===== src/rtl/scan_mux_pkg.sv =====
// Shared types for the scanning channel multiplexer: mode encoding used by
// the top level and anything that drives its mode input.
package scan_mux_pkg;

  typedef logic [1:0] mode_t;

  typedef enum mode_t {
    MODE_DIRECT   = 2'd0,
    MODE_SCAN     = 2'd1,
    MODE_PRIORITY = 2'd2,
    MODE_HOLD     = 2'd3
  } mode_e;

endpackage


===== src/rtl/scan_timer.sv =====
// Dwell counter for SCAN mode: counts 0..SCAN_PERIOD-1 and flags the last
// cycle of each dwell with tick.
module scan_timer #(
  parameter int SCAN_PERIOD = 1000
) (
  input  logic clk,
  input  logic rst,
  input  logic en,
  input  logic clear,
  output logic tick
);

  localparam int CW = (SCAN_PERIOD > 1) ? $clog2(SCAN_PERIOD) : 1;

  logic [CW-1:0] cnt_q, cnt_d;

  assign tick = (cnt_q == CW'(SCAN_PERIOD - 1));

  always_comb begin
    cnt_d = cnt_q;
    if (en) begin
      if (clear || tick) cnt_d = '0;
      else               cnt_d = cnt_q + CW'(1);
    end
  end

  always_ff @(posedge clk or negedge rst) begin
    if (!rst) cnt_q <= '0;
    else      cnt_q <= cnt_d;
  end

endmodule


===== src/rtl/scan_mux.sv =====
// Channel multiplexer with direct, timed-scan, priority and hold selection;
// one register stage from sel/data_in to data_out/ch_out/strobe.
module scan_mux
  import scan_mux_pkg::*;
#(
  parameter int W_DATA      = 8,
  parameter int N_CH        = 4,
  parameter int SCAN_PERIOD = 1000
) (
  input  logic                      clk,
  input  logic                      rst,
  input  logic                      en,
  input  logic [1:0]                mode,
  input  logic [$clog2(N_CH)-1:0]   sel,
  input  logic [N_CH*W_DATA-1:0]    data_in,
  output logic [W_DATA-1:0]         data_out,
  output logic [$clog2(N_CH)-1:0]   ch_out,
  output logic                      strobe
);

  localparam int                SEL_W   = $clog2(N_CH);
  localparam logic [SEL_W-1:0]  LAST_CH = SEL_W'(N_CH - 1);

  mode_e             mode_s;
  logic              tick;
  logic [SEL_W-1:0]  ch_q, ch_d, ch_next, prio_ch;
  logic [W_DATA-1:0] data_q, data_d, next_data;
  logic              strobe_q, strobe_d;

  assign mode_s = mode_e'(mode);

  // Counter is held at zero outside SCAN so every entry gets a full dwell.
  scan_timer #(.SCAN_PERIOD(SCAN_PERIOD)) u_timer (
    .clk   (clk),
    .rst   (rst),
    .en    (en),
    .clear (mode_s != MODE_SCAN),
    .tick  (tick)
  );

  // Walk from the top down so the lowest nonzero channel wins.
  always_comb begin
    prio_ch = ch_q;
    for (int k = N_CH - 1; k >= 0; k--) begin
      if (data_in[k*W_DATA +: W_DATA] != '0) prio_ch = SEL_W'(k);
    end
  end

  always_comb begin
    ch_next = ch_q;
    unique case (mode_s)
      MODE_DIRECT:   ch_next = (int'(sel) > N_CH - 1) ? LAST_CH : sel;
      MODE_SCAN:     if (tick) ch_next = (ch_q == LAST_CH) ? '0 : ch_q + SEL_W'(1);
      MODE_PRIORITY: ch_next = prio_ch;
      default:       ch_next = ch_q;
    endcase
  end

  always_comb begin
    next_data = data_in[int'(ch_next)*W_DATA +: W_DATA];
    ch_d      = ch_q;
    data_d    = data_q;
    if (en && (mode_s != MODE_HOLD)) begin
      ch_d   = ch_next;
      data_d = next_data;
    end
    strobe_d = (ch_d != ch_q);
  end

  always_ff @(posedge clk or negedge rst) begin
    if (!rst) begin
      ch_q     <= '0;
      data_q   <= '0;
      strobe_q <= 1'b0;
    end else begin
      ch_q     <= ch_d;
      data_q   <= data_d;
      strobe_q <= strobe_d;
    end
  end

  assign ch_out   = ch_q;
  assign data_out = data_q;
  assign strobe   = strobe_q;

endmodule

===== config.mk =====
export PLATFORM = sky130hd
export DESIGN_NAME = scan_mux
export DESIGN_NICKNAME = d
export VERILOG_FILES = /design/src/rtl/scan_mux_pkg.sv /design/src/rtl/scan_timer.sv /design/src/rtl/scan_mux.sv
export SDC_FILE = /design/constraint.sdc
export NUM_CORES = 1
export LEC_CHECK = 0
export CAP_MARGIN = 40
export CORE_ASPECT_RATIO = 1.75
export CORE_UTILIZATION = 41
export CTS_CLUSTER_SIZE = 20
export DETAILED_ROUTE_END_ITERATION = 10
export PLACE_DENSITY_LB_ADDON = 0.08
export SYNTH_ARGS = -nofsm -noshare
export SYNTH_HDL_FRONTEND = slang
export SYNTH_SLANG_ARGS = --single-unit

===== constraint.sdc =====
create_clock -name clk -period 6.1 [get_ports clk]
set_input_delay 0.915 -clock clk [delete_from_list [all_inputs] [get_ports clk]]
set_output_delay 0.915 -clock clk [all_outputs]
set_load 0.005 [all_outputs]

## Word level (Yosys, flattened, before mapping)

Cells that the tools add are included.

- Register bits: 21
- Output and inout bits: 11
- Logic and storage cells: 30

- Add/subtract/negate cells: 2
- Eq/ne operators: 7
- Shift operators: 1
- Multiplexer cells: 9
- Reductions and logical operators: 7

Operator list:

| kind | number |
|---|---|
| $reduce_bool 8->1 | 4 |
| $shiftx 32x6->8 | 1 |
| $mux 2 | 7 |
| $add 10x1->10 const B | 1 |
| $eq 10x10->1 const B | 1 |
| $mux 10 | 1 |
| $pmux 2 s3 | 1 |
| $eq 2x2->1 const B | 2 |
| $add 2x1->2 const B | 1 |
| $eq 2x1->1 const B | 1 |
| $logic_not 2->1 | 1 |
| $ne 2x1->1 const B | 1 |
| $ne 2x2->1 | 1 |
| $ne 2x2->1 const B | 1 |
| $logic_and 1x1->1 | 1 |
| $logic_or 1x1->1 | 1 |

## Logic depth before layout (Yosys ltp)

Gate-level depths: netlist of run 1.

- Depth in word-level cells: 8
- Mapped depth: 8

## Hierarchy

Synthesis of run 1 repeated with hierarchy kept, for this count alone.

- Cell total of the unflattened synthesis: 146
- Area, all modules: 1440.1 um^2

Modules (own cells, without submodules):

| module | times used | cells each | area an instance (um^2) |
|---|---|---|---|
| scan_mux | 1 | 87 | 868.3 |
| scan_timer | 1 | 59 | 571.8 |

## Worst setup path after synthesis of run 1

OpenSTA, ideal clock, no wires.

- Path kind: input port to flip-flop
- From: input data_in[10]
- To: register data_q[0] (netlist: data_out[0])
- Setup time: 0.135 ns
- Data arrival time: 2.409 ns
- Data required time: 5.965 ns
- Slack: 3.556 ns
- Stages: 7
- Buffers on the path: 1
- Path through: or4_4 > and4bb_1 > a221oi_2 > or2_1 > buf_6 > mux2i_1 > a21oi_1

- Word-level cells in the longest chain between the ends: 5

RTL lines:

| element | RTL line | RTL |
|---|---|---|
| from (decl) | scan_mux.sv:15 | `input logic [N_CH*W_DATA-1:0] data_in,` |
| $reduce_bool 8->1 | scan_mux.sv:45 | `if (data_in[k*W_DATA +: W_DATA] != '0) prio_ch = SEL_W'(k);` |
| $mux 2 (2 in series) | scan_mux.sv:45 |  |
| $pmux 2 s3 | scan_mux.sv:51 | `unique case (mode_s)` |
| $shiftx 32x6->8 | scan_mux.sv:60 | `next_data = data_in[int'(ch_next)*W_DATA +: W_DATA];` |
| to (signal assigned) | scan_mux.sv:77 | `data_q <= data_d;` |
| to (decl) | scan_mux.sv:27 | `logic [W_DATA-1:0] data_q, data_d, next_data;` |

No other way between the ends.
A chain may end at the register's enable or synchronous reset.

## Worst setup path after layout of run 1

- From: input data_in[20]
- To: register ch_q[1] (netlist: ch_out[1])

- Word-level cells in the longest chain between the ends: 6

RTL lines:

| element | RTL line | RTL |
|---|---|---|
| $reduce_bool 8->1 | scan_mux.sv:45 |  |
| $mux 2 (3 in series) | scan_mux.sv:45 |  |
| $pmux 2 s3 | scan_mux.sv:51 |  |
| $mux 2 | scan_mux.sv:63 | `if (en && (mode_s != MODE_HOLD)) begin` |
| named net ch_d[1] | scan_mux.sv:26 | `logic [SEL_W-1:0] ch_q, ch_d, ch_next, prio_ch;` |
| to (signal assigned) | scan_mux.sv:76 | `ch_q <= ch_d;` |
| to (decl) | scan_mux.sv:26 |  |

The timed path passes the listed nets, and every way through them passes these cells.

==> impl_metrics.csv, run 1 <==
group,metric,value,unit
run_status,outcome,"complete, no violations",
cts,cts_made_buffers,3,
grt,busiest_layer,"met2",
power_and_ir_drop,power_density,181,nW/um^2
finish,nets,262,
critical_path,critical-path-top-delay-family,"simple AND/OR/NAND/NOR gates",
synthesis,syn_inst,171,
sta,period_share,55.7,%
cts,cts_sinks,21,
critical_path,reg2regPathDepth,8,
cts,worstSkewPairLatency,270,ps
flow_run,cap_violations,0,
power_and_ir_drop,intPower,0.000267,W
critical_path,cp.required,6260,ps
sta,worst_slew_pin_slew,848,ps
synthesis,syn-cell-area,1470,um^2
synthesis,yosys_warnings,0,
sta,slew_headroom,43.4,%
worst_hold_path,min_path_type,"flip-flop to flip-flop",
synthesis,synth_cell_types,39,
die,io_pins,50,
die,rows,28,
critical_path,start_kind,"primary input",
drt,dr_total_vias,1561,
critical_path,worstPathCellList,"clkdlybuf4s50_1 > nor4_1 > nand2_1 > or3_1 > a222oi_1 > clkbuf_2 > nor2_2 > a21o_1",
cts,clock_path_buffers,2,
sta,finalSetupTns,0,ps
finish,diodes,0,
finish,area_delta_synth_final,40.3,%
power_and_ir_drop,ir_drop,0.161,mV
grt,grtUsageMet3,3.78,%
power_and_ir_drop,leakage,0.853,nW
die,start_util,43.3,%
sta,setup_ws,2700,ps
synthesis,syn_nets,212,
sta,skew,2.84,ps
sta,hold_viol_final,0,
grt,grt.total_usage,25.4,%
drt,ant_nets,0,
critical_path,critPathBufInv,2,
sta,slew_violations,0,
drt,wl,4500,um
power_and_ir_drop,p_sw_share,28.6,%
finish,stdcell_count,265,
cts,cts_tree,"yes",
power_and_ir_drop,power.switching,0.000107,W
synthesis,synth_area_leader_cell,"dfrtp_1",
power_and_ir_drop,power,0.000373,W
placed_design,dpl_worst_slack,2160,ps
grt,overflow,0,
power_and_ir_drop,clkPwrFrac,25.0,%
critical_path,crit_type,"primary input to flip-flop",
synthesis,synth_top_cell_area_share,35.7,%
critical_path,slowest_stage,"a222oi_1",
sta,rsz0062_at_grt,"false",
cts,postCtsHoldBufs,0,
drt,drtIter0Drc,48,
finish,drive_above_1_share,5.45,%
critical_path,cp.depth,8,
die,die_area,3840,um^2
grt,grt_start_max_net_pins,19,
grt,grt_pass1_wl,6870,um
synthesis,synth_seq_cells,21,
critical_path,crit_arrival,3560,ps
synthesis,syn_area_per_cell,8.60,um^2
grt,met2_usage,45.5,%
drt,dr.pass1.iters,4,
power_and_ir_drop,p_comb_share,31.6,%
sta,setup_viol,0,
die,die_width,47.3,um
power_and_ir_drop,sequentialPowerShare,43.4,%
cts,root_buffer,"clkbuf_8",
cts,cts_setup_buffers,0,
cts,cts_resized,0,
critical_path,max_stage_delay,670,ps
grt,globalRouteMet1Util,24.9,%
critical_path,crit_fanout,9,
placed_design,io_buffers,49,
synthesis,ys_seq_area_share,35.7,%
die,dieHeight,81.2,um
drt,vias_per_cell,5.89,
synthesis,synth.area.top_cells,"dfrtp_1, mux2i_1, a41o_1, o21ai_0, nor2_1",
critical_path,crit_path_end_kind,"flip-flop",
grt,antenna_found_initial,0,
die,core_area,3400,um^2
cts,cts.clk_slew.worst_paths,70,ps
placed_design,dp.cells,260,
drt,drc,0,
placed_design,gp_congestion,0.857,
grt,grt_pass1_vias,1579,
sta,timing.fmax,294,MHz
placed_design,dp_hpwl,3630,um
cts,htreeDepth,1,
drt,post_drt_wl_per_cell,17.0,um
worst_hold_path,holdPathStages,1,
finish,fillers,326,
sta,period_minus_slack,3400,ps
-- routing by layer --
| layer | wire length, um | vias to the layer above |
|---|---|---|
| met5 | 0 | - |
| met4 | 241 | 0 |
| met3 | 247 | 17 |
| met2 | 2420 | 65 |
| met1 | 1590 | 735 |
| li1 | - | 744 |
-- worst paths after layout --
check	slack (ps)	from	end
setup reg to reg	3280	u_timer.cnt_q[0]	ch_out[1]
hold reg to reg	540	u_timer.cnt_q[0]	u_timer.cnt_q[0]
setup / recovery	2700	data_in[20]	ch_out[1]
max in group asynchronous	4750	rst	ch_out[1]
min in group asynchronous	930	rst	data_out[0]
hold / removal	540	u_timer.cnt_q[0]	u_timer.cnt_q[0]
-- layout make-up --
| type | instances | area (um^2) | area share [%] |
|---|---|---|---|
| multi-input combinational | 138 | 888 | 43.1 |
| sequential | 21 | 526 | 25.5 |
| timing repair buffer | 51 | 523 | 25.4 |
| tap | 45 | 56.3 | 2.73 |
| clock buffer | 3 | 41.3 | 2.00 |
| inverter | 6 | 22.5 | 1.09 |
| clock inverter | 1 | 5.00 | 0.243 |
-- cell usage after synthesis --
cell type  instances
o31a_1             2
or4_4              2
o41ai_1            1
xnor2_1            1
nor3b_1            1
nand4_1            3
o21ai_0           16
nor2_2             1
dfrtp_1           21
o31ai_1            1
o311ai_2           1
nor4_1             6
nor2_1            19
o22ai_1            1
nand4bb_1          1
mux2i_1            9
nand4b_1           1
buf_4              1
and2_1             3
buf_6              1
inv_1              6
and4bb_1           2
clkbuf_1           4
a21o_1             1
o311ai_1           1
or3_1              2
a221oi_2           1
a21oi_1           11
nand2_1           16
a222oi_1           1
a41o_1             8
and3_1             3
mux2_1             1
ha_1               2
xor2_1             4
nand3_2            1
nor3_1             1
nand3_1           13
or2_1              1
-- registers in the layout, indices dropped and copies added, names as in the netlist --
register / flops
data_out: 8
u_timer.cnt_q: 10
strobe: 1
ch_out: 2
-- cells by family (layout without fill, tap and decap cells) --
| logic type | count (synthesis) | after routing | synth area share, % |
|---|---|---|---|
| compound gates | 45 | 45 | 21.3 |
| mux | 10 | 10 | 6.89 |
| xor+xnor | 5 | 5 | 2.98 |
| fa+ha+maj | 2 | 2 | 1.70 |
| flops | 21 | 21 | 35.7 |
| buf+inv | 12 | 61 | 3.83 |
| simple gates | 76 | 76 | 27.6 |
-- power by group through the flow --
stage	Clock (W)	Sequential, W	Combinational [W]
floorplan	0	0.000164	0.0000497
global placement	0	0.000164	0.000115
detailed placement	0	0.000165	0.000118
CTS	0.0000939	0.000162	0.000119
global route	0.000101	0.000163	0.000129
finish	0.0000933	0.000162	0.000118
-- stage by stage --
step / area [um^2] / hold WS [ps] / util (%)
finish: 2060 / 543 / 60.7
global placement: 1980 / 520 / 58.4
CTS: 2060 / 551 / 60.5
global route: 2060 / 561 / 60.7
detailed placement: 2010 / 540 / 59.2
floorplan: 1470 / 472 / -
-- cell usage in the layout, fill, tap and decap left out, drive strengths merged, types with 2 or more instances in the layout --
master and count:
a21oi 11, a41o 8, and2 3, and3 3
and4bb 2, clkbuf 4, clkdlybuf4s50 49, dfrtp 21
ha 2, inv 6, mux2i 9, nand2 16
nand3 14, nand4 3, nor2 20, nor4 6
o21ai 16, o311ai 2, o31a 2, or3 2
or4 2, xor2 4
No activity file was read; power rests on OpenSTA's default activity.
==> run 2, diff against run 1 <==
- clock period: 6.1 -> 3.4 ns (I/O delays scaled with it)
==> run 2 against run 1 <==
Compared with the run above: cell count did not move; first-iteration DRC count rose by 21%; non-clock buffer count unchanged; clock skew increased by 2.5 ps; sequential cell count stayed put; sequential power grew 79%; critical endpoint is now data_out[3]; largest cell class unchanged.
==> impl_metrics.csv, run 2 (synthesis results as in run 1) <==
group,metric,value,unit
finish,largest_register_ffs,10,
grt,grt.total_usage,24.8,%
critical_path,slowest_stage,"a221oi_2",
power_and_ir_drop,leakage,0.848,nW
power_and_ir_drop,power_density,328,nW/um^2
cts,worstSkewPairLatency,270,ps
finish,diodes,0,
drt,drc,0,
finish,layout_commonest_cell,"clkdlybuf4s50_1",
cts,cts.clk_slew.worst_paths,90,ps
sta,slew_headroom,62.0,%
sta,skew,5.37,ps
sta,period_minus_slack,2820,ps
placed_design,dp_hpwl,3480,um
cts,cts_made_buffers,3,
die,dieHeight,81.2,um
cts,root_buffer,"clkbuf_8",
sta,hold_viol_final,0,
sta,timing.fmax,354,MHz
cts,clock_path_buffers,2,
finish,drive_above_1_share,5.45,%
die,rows,28,
cts,cts_sinks,21,
die,start_util,43.3,%
critical_path,reg2regPathDepth,6,
die,die_width,47.3,um
sta,rsz0062_at_grt,"false",
sta,slew_violations,0,
grt,grt_pass1_vias,1573,
cts,postCtsHoldBufs,0,
drt,wl,4450,um
placed_design,dpl_worst_slack,348,ps
placed_design,gp_congestion,0.941,
die,core_area,3400,um^2
sta,period_share,83.1,%
power_and_ir_drop,ir_drop,0.225,mV
cts,cts_tree,"yes",
finish,area_delta_synth_final,39.6,%
drt,drtIter0Drc,58,
cts,htreeDepth,1,
drt,dr.pass1.iters,4,
run_status,outcome,"complete, no violations",
drt,vias_per_cell,5.86,
grt,grt_start_max_net_pins,20,
die,die_area,3840,um^2
critical_path,crit_arrival,2960,ps
grt,overflow,0,
critical_path,reg2reg_from,"ch_out[0]",
grt,antenna_found_initial,0,
cts,cts_setup_buffers,0,
critical_path,crit_fanout,10,
drt,post_drt_wl_per_cell,16.8,um
sta,worst_slew_pin_slew,570,ps
flow_run,cap_violations,0,
worst_hold_path,min_path_type,"primary input to async pin",
placed_design,io_buffers,49,
finish,largest_register,"u_timer.cnt_q",
critical_path,r2r-end,"data_out[3]",
critical_path,start_kind,"primary input",
critical_path,crit_type,"primary input to flip-flop",
critical_path,critical-path-top-delay-family,"simple AND/OR/NAND/NOR gates",
grt,grt_pass1_wl,6880,um
finish,fillers,333,
critical_path,cp.required,3540,ps
critical_path,worstPathCellList,"clkdlybuf4s50_1 > nor4_1 > nand2_1 > a221oi_2 > or2_1 > mux2i_1 > a21oi_1",
finish,nets,262,
critical_path,reg2reg_setup_slack,900,ps
critical_path,crit_path_end_kind,"flip-flop",
critical_path,critPathBufInv,1,
cts,cts_resized,0,
finish,final_cell_mix,"clkdlybuf4s50_1, dfrtp_1, nor2_1",
sta,setup_ws,576,ps
critical_path,max_stage_delay,540,ps
drt,dr_total_vias,1554,
sta,finalSetupTns,0,ps
die,io_pins,50,
sta,setup_viol,0,
drt,ant_nets,0,
run 2: final cells by class:
class | count | area (um^2) | share of cell area (%)
multi-input combinational | 138 | 888 | 43.3
sequential | 21 | 526 | 25.6
timing repair buffer | 51 | 513 | 25.0
tap | 45 | 56.3 | 2.74
clock buffer | 3 | 41.3 | 2.01
inverter | 6 | 22.5 | 1.10
clock inverter | 1 | 5.00 | 0.244
run 2: layer usage:
| layer | up-vias | track usage [%] | share of wire [%] |
|---|---|---|---|
| li1 | 742 | - | - |
| met4 | 0 | 12.3 | 3.6 |
| met2 | 59 | 44.2 | 54 |
| met1 | 737 | 27.4 | 38 |
| met5 | - | 0 | 0 |
| met3 | 16 | 2.44 | 4.3 |
run 2: stage by stage:
stage	power (W)	cell area [um^2]	cells	hold WS [ps]	utilization, %
finish	0.000673	2050	265	432	60.4
global route	0.000708	2050	265	430	60.4
CTS	0.000675	2050	265	433	60.4
detailed placement	0.000506	2010	261	515	59.0
global placement	0.000499	1990	260	493	58.6
floorplan	0.000383	1470	171	214	-
run 2: worst max path at each step:
stage	startpoint	endpoint	cells after the start	slack, ps
2_1_floorplan	data_in[10]	data_out[0]	7	1260
3_5_place_dp	data_in[21]	data_out[3]	7	350
5_1_grt	data_in[21]	data_out[3]	7	470
3_3_place_gp	data_in[21]	data_out[2]	7	440
6_report	data_in[21]	data_out[3]	7	580
4_1_cts	data_in[21]	data_out[3]	7	630
run 2: power by group:
group | internal (W) | switching [W]
sequential | 0.000273 | 0.0000172
combinational | 0.000122 | 0.0000879
clock | 0.0000819 | 0.0000911
run 2: worst reg2reg max path, cell delays in order, from the launching register on:
cell	delay, ps
dfrtp_1	460
ha_1	240
or3_1	350
o311ai_2	450
or2_1	520
mux2i_1	270
a21oi_1	90
==> run 3, diff against run 2 <==
- clock period: 3.4 -> 2.4 ns (I/O delays scaled with it)
==> run 3 against run 2 <==
Compared with the run above: sequential cell count unchanged; critical path type unchanged; sequential share of layout area down 1.9 points; count of clock-buffer cells in the layout unchanged; sequential power up 41%; cell area up 8.1%; combinational power up 54%; worst setup slack worse by 520 ps; via count up 4.4%; critical path depth up 1; worst hold slack better by 13 ps; first-iteration DRC count down 6.9%; total power up 44%.
==> impl_metrics.csv, run 3 (synthesis results as in run 1) <==
group,metric,value,unit
finish,nets,280,
critical_path,reg2regPathDepth,8,
power_and_ir_drop,p_sw_share,28.3,%
finish,final_cell_mix,"clkdlybuf4s50_1, dfrtp_1, nor2_1, buf_4",
drt,dr.pass1.iters,4,
critical_path,start_kind,"primary input",
critical_path,reg2reg_setup_slack,150,ps
finish,largest_register_ffs,10,
critical_path,critPathBufInv,2,
drt,vias_per_cell,5.73,
power_and_ir_drop,sequentialPowerShare,42.3,%
grt,grt_pass1_wl,7210,um
critical_path,reg2reg_from,"u_timer.cnt_q[0]",
cts,cts_sinks,21,
critical_path,worstPathCellList,"clkdlybuf4s50_1 > or4_4 > and4bb_1 > a221oi_2 > or2_1 > buf_4 > mux2i_1 > a21oi_1",
drt,ant_nets,0,
flow_run,cap_violations,0,
sta,timing.fmax,427,MHz
sta,hold_viol_final,0,
drt,drtIter0Drc,54,
die,die_area,3840,um^2
cts,cts_made_buffers,3,
finish,diodes,0,
drt,drc,0,
grt,grt_start_max_net_pins,22,
drt,dr_total_vias,1623,
finish,final_area,2220,um^2
sta,setup_viol,0,
placed_design,dp.cells,277,
finish,stdcell_count,283,
power_and_ir_drop,p_comb_share,33.4,%
placed_design,gp_congestion,0.869,
finish,largest_register,"u_timer.cnt_q",
placed_design,io_buffers,49,
drt,wl,4510,um
die,dieHeight,81.2,um
critical_path,crit_fanout,5,
critical_path,crit_type,"primary input to flip-flop",
critical_path,crit_path_end_kind,"flip-flop",
cts,clock_path_buffers,2,
critical_path,r2r-end,"data_out[3]",
die,die_width,47.3,um
finish,drive_above_1_share,15.1,%
grt,grt_pass1_vias,1656,
power_and_ir_drop,clkPwrFrac,24.3,%
run_status,outcome,"complete, no violations",
power_and_ir_drop,leakage,0.930,nW
placed_design,dpl_cell_area,2120,um^2
power_and_ir_drop,power_density,437,nW/um^2
die,core_area,3400,um^2
critical_path,slowest_stage,"or4_4",
finish,area_delta_synth_final,50.9,%
critical_path,critical-path-top-delay-family,"simple AND/OR/NAND/NOR gates",
drt,post_drt_wl_per_cell,15.9,um
power_and_ir_drop,power.switching,0.000275,W
placed_design,dp_hpwl,3590,um
critical_path,max_stage_delay,560,ps
finish,post-route-util,65.3,%
power_and_ir_drop,intPower,0.000695,W
sta,period_minus_slack,2340,ps
sta,slew_headroom,73.7,%
worst_hold_path,min_path_type,"primary input to async pin",
grt,overflow,0,
critical_path,cp.required,2530,ps
cts,worstSkewPairLatency,260,ps
die,rows,28,
cts,htreeDepth,1,
cts,cts_tree,"yes",
grt,antenna_found_initial,0,
die,io_pins,50,
critical_path,crit_arrival,2470,ps
grt,grt.total_usage,25.8,%
power_and_ir_drop,ir_drop,0.355,mV
sta,skew,2.59,ps
sta,period_share,97.5,%
die,start_util,43.3,%
cts,postCtsHoldBufs,0,
sta,worst_slew_pin_slew,394,ps
sta,slew_violations,0,
cts,root_buffer,"clkbuf_8",
cts,cts.clk_slew.worst_paths,80,ps
finish,layout_commonest_cell,"clkdlybuf4s50_1",
-- run 3: timing repair --
action                                  in CTS  in global routing
endpoints found under the setup margin       0                 10
buffers inserted                             0                  1
resized for setup                            0                  8
-- run 3: final cells by class --
| type | count | area (um^2) |
|---|---|---|
| Inverter | 6 | 22.5 |
| Tap cell | 45 | 56.3 |
| Clock inverter | 1 | 7.51 |
| Multi-Input combinational cell | 138 | 927 |
| Clock buffer | 3 | 41.3 |
| Fill cell | 305 | 1180 |
| Sequential cell | 21 | 526 |
| Timing Repair Buffer | 69 | 638 |
-- run 3: power groups by stage --
stage                     clock [W]  combinational [W]  sequential [W]
final                      0.000236           0.000324        0.000410
after global routing       0.000256           0.000352        0.000414
after CTS                  0.000246           0.000317        0.000410
after detailed placement          0           0.000315        0.000417
after global placement            0           0.000311        0.000416
after floorplan                   0           0.000126        0.000416
-- run 3: worst max-delay path by stage --
| stage | slack [ps] | to | startpoint | cells after the start |
|---|---|---|---|---|
| detailed placement | -220 | data_out[5] | data_in[10] | 8 |
| global placement | -200 | data_out[5] | data_in[21] | 9 |
| finish | 60 | data_out[5] | data_in[15] | 8 |
| CTS | 50 | data_out[2] | data_in[10] | 8 |
| global route | -5 | strobe | u_timer.cnt_q[0] | 8 |
| floorplan | 350 | ch_out[1] | u_timer.cnt_q[0] | 8 |
-- run 3: per-layer routing --
| metal | global-route usage [%] | wire (um) | share of wire, % |
|---|---|---|---|
| met2 | 47.9 | 2550 | 56 |
| met4 | 12.0 | 131 | 2.9 |
| met1 | 27.1 | 1660 | 37 |
| met5 | 0 | 0 | 0 |
| met3 | 2.22 | 180 | 4.0 |
-- run 3: through the flow --
step                      hold WS [ps]  worst slack, ps  setup TNS (ps)  power (W)
after global placement             490             -196           -1540   0.000727
after CTS                          448             50.7               0   0.000973
final                              445             60.6               0   0.000969
after global routing               484            -4.75           -4.75    0.00102
after detailed placement           495             -221           -1790   0.000733
after floorplan                   64.4              352               0   0.000543
